`src/rtl/elevator_motion_ctrl.sv`:
```
// Car motion controller: walks the car floor by floor toward a latched target,
// opens the door on arrival and pulses a clear for the served floor request.
module elevator_motion_ctrl #(
  parameter logic [1:0]  labelF1       = 2'b00,
  parameter logic [1:0]  labelF2       = 2'b01,
  parameter logic [1:0]  labelF3       = 2'b10,
  parameter int unsigned TRAVEL_CYCLES = 4,
  parameter int unsigned DOOR_CYCLES   = 3,
  parameter int unsigned CNT_W         = 8
) (
  input  logic       clk,
  input  logic       rst_n,
  input  logic [1:0] gf,
  input  logic       led1,
  input  logic       led2,
  input  logic       led3,
  output logic [1:0] floor,
  output logic       move_handler,
  output logic       up,
  output logic       down,
  output logic       door_open,
  output logic       clr1,
  output logic       clr2,
  output logic       clr3
);

  typedef enum logic [1:0] {IDLE, MOVING, DOOR} state_t;

  localparam logic [CNT_W-1:0] TRAVEL_LAST = CNT_W'(TRAVEL_CYCLES - 1);
  localparam logic [CNT_W-1:0] DOOR_LAST   = CNT_W'(DOOR_CYCLES - 1);

  state_t           state_q, state_d;
  logic [1:0]       floor_q, floor_d;
  logic [1:0]       target_q, target_d;
  logic [CNT_W-1:0] timer_q, timer_d;

  logic       led_here;
  logic       any_led;
  logic       gf_valid;
  logic       going_up;
  logic [1:0] floor_step;

  always_comb begin
    led_here = 1'b0;
    if (floor_q == labelF1) led_here = led1;
    if (floor_q == labelF2) led_here = led2;
    if (floor_q == labelF3) led_here = led3;
  end

  assign any_led  = led1 | led2 | led3;
  assign gf_valid = (gf == labelF1) || (gf == labelF2) || (gf == labelF3);
  assign going_up = target_q > floor_q;

  // Saturate at the end floors so a corrupted target can never wrap the car.
  always_comb begin
    floor_step = floor_q;
    if (going_up) begin
      if (floor_q != labelF3) floor_step = floor_q + 2'd1;
    end else begin
      if (floor_q != labelF1) floor_step = floor_q - 2'd1;
    end
  end

  always_comb begin
    state_d  = state_q;
    floor_d  = floor_q;
    target_d = target_q;
    timer_d  = timer_q;
    case (state_q)
      IDLE: begin
        if (led_here) begin
          state_d = DOOR;
          timer_d = '0;
        end else if (any_led && gf_valid && (gf != floor_q)) begin
          state_d  = MOVING;
          target_d = gf;
          timer_d  = '0;
        end
      end
      MOVING: begin
        if (timer_q == TRAVEL_LAST) begin
          floor_d = floor_step;
          timer_d = '0;
          if (floor_step == target_q) state_d = DOOR;
        end else begin
          timer_d = timer_q + CNT_W'(1);
        end
      end
      DOOR: begin
        // A fresh request here after the clear cycle restarts the door period.
        if ((timer_q != '0) && led_here) begin
          timer_d = '0;
        end else if (timer_q == DOOR_LAST) begin
          state_d = IDLE;
          timer_d = '0;
        end else begin
          timer_d = timer_q + CNT_W'(1);
        end
      end
      default: begin
        state_d = IDLE;
        timer_d = '0;
      end
    endcase
  end

  always_ff @(posedge clk or negedge rst_n) begin
    if (!rst_n) begin
      state_q  <= IDLE;
      floor_q  <= labelF1;
      target_q <= labelF1;
      timer_q  <= '0;
    end else begin
      state_q  <= state_d;
      floor_q  <= floor_d;
      target_q <= target_d;
      timer_q  <= timer_d;
    end
  end

  assign floor        = floor_q;
  assign move_handler = state_q != IDLE;
  assign up           = (state_q == MOVING) && going_up;
  assign down         = (state_q == MOVING) && !going_up;
  assign door_open    = state_q == DOOR;
  assign clr1         = (state_q == DOOR) && (timer_q == '0) && (floor_q == labelF1);
  assign clr2         = (state_q == DOOR) && (timer_q == '0) && (floor_q == labelF2);
  assign clr3         = (state_q == DOOR) && (timer_q == '0) && (floor_q == labelF3);

endmodule

```
`config.mk`:
```
export PLATFORM = sky130hd
export DESIGN_NAME = elevator_motion_ctrl
export DESIGN_NICKNAME = d
export VERILOG_FILES = /design/src/rtl/elevator_motion_ctrl.sv
export SDC_FILE = /design/constraint.sdc
export NUM_CORES = 1
export LEC_CHECK = 0
export BUFFER_PORTS_ARGS = -buffer_cell sky130_fd_sc_hd__buf_4
export CAP_MARGIN = 20
export CORE_MARGIN = 3
export CORE_UTILIZATION = 51
export CTS_CLUSTER_DIAMETER = 60
export CTS_CLUSTER_SIZE = 8
export DETAILED_ROUTE_END_ITERATION = 16
export MAX_ROUTING_LAYER = met4
export PLACE_DENSITY = 0.84
export RECOVER_POWER = 100
export SKIP_CTS_REPAIR_TIMING = 1
export SLEW_MARGIN = 0
export SYNTH_ARGS = -nofsm -noshare
export SYNTH_HDL_FRONTEND = slang
export SYNTH_SLANG_ARGS = --single-unit
```
`constraint.sdc`:
```
create_clock -name clk -period 2.1 [get_ports clk]
set_input_delay 0.42 -clock clk [delete_from_list [all_inputs] [get_ports clk]]
set_output_delay 0.42 -clock clk [all_outputs]
set_load 0.005 [all_outputs]
```
==> impl_results.md <==
- Status: finished with violations
- Failing checks: negative setup slack
- Setup TNS Final: -220 ps
- Clk pin slew, worst setup/hold paths: around 80 ps
- H-tree depth: 1
- TritonCTS Sinks: 14
- Part of the power in combinational logic: 0.646
- CTS tree: yes
- CP max-delay cell: dfrtp_2
- Routed metal-1 wire length: roughly 1200 µm
- Uppermost layer routed: met4
- Maximum VDD drop: ~1.0 mV
- Post-DP HPWL: slightly above 2000 µm
- Cell Chain, Critical Path: nor4_4, and3_4, buf_6, and3_4, buf_6
- DR vias: a little over 1k
- Most frequent cells after synthesis: dfrtp_1, ha_1, inv_1, nand2_1, nor2_1
- WL met3: 102 µm
- Share of the synthesized area in the top cell type: 0.309
- Clock Power Share: 0.119
- DR WL met2: between 1000 and 1500 µm
- Synth Flop Type: dfrtp_1
- MaxCap Viol Count: 0
- Fillers: around 150
- FF+latch area: 353 µm²
- Startpoint types: flop
- Flops & latches, synth: 14
- Crit path time final: roughly 2200 ps
- Yosys warning total: 0
- Nets: approximately 180
- Worst Tran Pin Value: about 770 ps
- Die ar.: about 2800 µm²
- Placed cell count: approximately 170
- Post-layout util: 0.733
- Largest stage delay, worst path: about 430 ps
- CP Data Arrival Time: between 1500 and 2000 ps
- TritonCTS Buffers: 3
- Drt wl/cell: around 15 µm
- Leakage power: 0.733 nW
- Worst EP required: ~1700 ps
- CTS max path bufs: 2
- # rows: 16
- Largest net degree at the start of global routing: 15
- Internal Power: 0.969 mW
- Final setup vio count: 6
- Vias per inst: between 5 and 6
- HP Class: in2reg
- DIE HEIGHT: 53.2 µm
- Area of the multi-input gates: just under 800 µm²
- Crit path from: timer_q[4]$_DFFE_PN0N_
- Final wirelength: between 2000 and 3000 µm
- Antenna fix cells: 0
- CTS root buf: clkbuf_4
- Sequential area share after synthesis: 0.309
- Avg Cell Area, Syn: around 9.2 µm²
- Mapped Cells: 123
- Number of global-route vias before repair: 919
- Final hold viol count: 0
- Switching power: approximately 0.66 mW
- Gr ovfl total: 0
- Post-place setup slack: -108 ps
- Fin crit share: 1.03
- Cell area after synthesis: roughly 1100 µm²
- Nature of the critical path endpoint: primary output
- Setup WS post-layout: -67.2 ps
- Placeable Area: around 2000 µm²
- Hold_sp: gf[0]
- RSZ-0062 raised after global routing: true
- Asr flop ratio synth: 1.00
- Port Buffer Count: 15
- Reg2reg start: timer_q[4]$_DFFE_PN0N_
- Ports: 16
- Power per standard cell area: approximately 1100 nW/µm²
- Area growth from synthesis to layout: 32.0%
- Area contributors post-synth: dfrtp_1, ha_1, and3_2
- Max-slew violations: 0
- Gpl congestion: 0.804
- Worst-Skew Late Latency: 280 ps
- Pre-Repair DR Iteration Count: 4
- Skew final: between 1.5 and 2 ps
- Sequential Power Share: 0.235
- Initial antenna violation count: 0
- DRC violations left: 0
- Slew margin rel.: 0.486
- Crit-path max FO: 4
- Drt first-iter violations: 31
- Switching share of power: 0.403
- GRT Overall Usage: 0.214
- Dominant cell by count in the synthesized netlist: dfrtp_1
- Mapped Nets: roughly 140
- Die Wd: roughly 53 µm
- Post-synth EDFFs: 0
- Critical path class: reg2out
- Initial core utilization: 0.556
- Post-route non-filler standard cell count: about 180
- Synth cell types: 35
- Fin Hold WS: 388 ps
- Synth area leader: dfrtp_1
- Max Clock Freq: between 400 and 500 MHz
- Final ANT Viol Nets: 0
- Global-route wire length before repair: ~4300 µm
- Share of cells above drive strength 1: 0.382
==> final timing paths <==
path                                                 to  slack (ps)  depth (start not counted)
min in group asynchronous        timer_q[5]$_DFFE_PN0N_         720                          2
worst min-delay path            target_q[0]$_DFFE_PN0P_         390                          3
worst max register to register   timer_q[6]$_DFFE_PN0N_         -10                          8
worst min register to register   state_q[1]$_DFFE_PN0P_         580                          1
max in group asynchronous          floor[0]$_DFFE_PN0P_         850                          2
worst max-delay path                               clr2         -70                          5
==> layer usage <==
layer | vias to the layer above | GRT usage
met5 | - | -
met4 | 0 | 0.0426
met3 | 4 | 0.0592
met2 | 30 | 0.343
met1 | 471 | 0.270
li1 | 512 | -
==> through the flow <==
stage	cell area (µm²)	power [mW]
finish	1500	1.62
global route	1500	1.75
CTS	1380	1.49
detailed placement	1350	1.30
global placement	1350	1.26
floorplan	1130	1.03
==> area by class of cell <==
| type | count | area share |
|---|---|---|
| clock buffers | 4 | 0.0242 |
| inverters | 11 | 0.0276 |
| multi-input cells | 97 | 0.528 |
| flip-flops and latches | 14 | 0.236 |
| well taps | 27 | 0.0226 |
| repair buffers | 31 | 0.162 |
==> state kept, by name, indices dropped and copies added, names as in the netlist <==
| name | count |
|---|---|
| timer_q | 8 |
| floor | 2 |
| state_q | 2 |
| target_q | 2 |
==> critical path: cells and delay by family (launching register included) <==
| kind | cells | cell delay [ps] |
|---|---|---|
| and+or+nand+nor | 3 | 840 |
| buffers and inverters | 2 | 190 |
| DFF | 1 | 430 |
==> logic make-up after synthesis <==
logic type | share of synthesized area
AOI/OAI and AO/OA | 0.174
adders and majority gates | 0.143
buffers and inverters | 0.0463
DFF | 0.309
muxes | 0.0573
and+or+nand+nor | 0.270
==> power by group through the flow <==
| stage | clock [mW] | combinational, mW | sequential (mW) |
|---|---|---|---|
| 5_1_grt | 0.215 | 1.15 | 0.387 |
| 4_1_cts | 0.199 | 0.924 | 0.370 |
| 6_report | 0.193 | 1.05 | 0.381 |
| 3_5_place_dp | 0 | 0.920 | 0.376 |
| 2_1_floorplan | 0 | 0.667 | 0.367 |
| 3_3_place_gp | 0 | 0.889 | 0.373 |
==> layout by cell type (no fill, tap or decap), types with 3 or more instances in the layout <==
| cell | instances |
|---|---|
| a21oi_1 | 5 |
| a22o_1 | 4 |
| and3_1 | 3 |
| and3_2 | 3 |
| and3_4 | 3 |
| buf_4 | 26 |
| buf_6 | 3 |
| clkbuf_4 | 3 |
| dfrtp_1 | 12 |
| ha_1 | 10 |
| inv_1 | 9 |
| mux2_2 | 3 |
| nand2_1 | 11 |
| nand3_1 | 3 |
| nor2_1 | 7 |
| nor2b_1 | 5 |
| o21ai_0 | 4 |
| o21ai_1 | 4 |
Power figures use the tool's default switching activity.
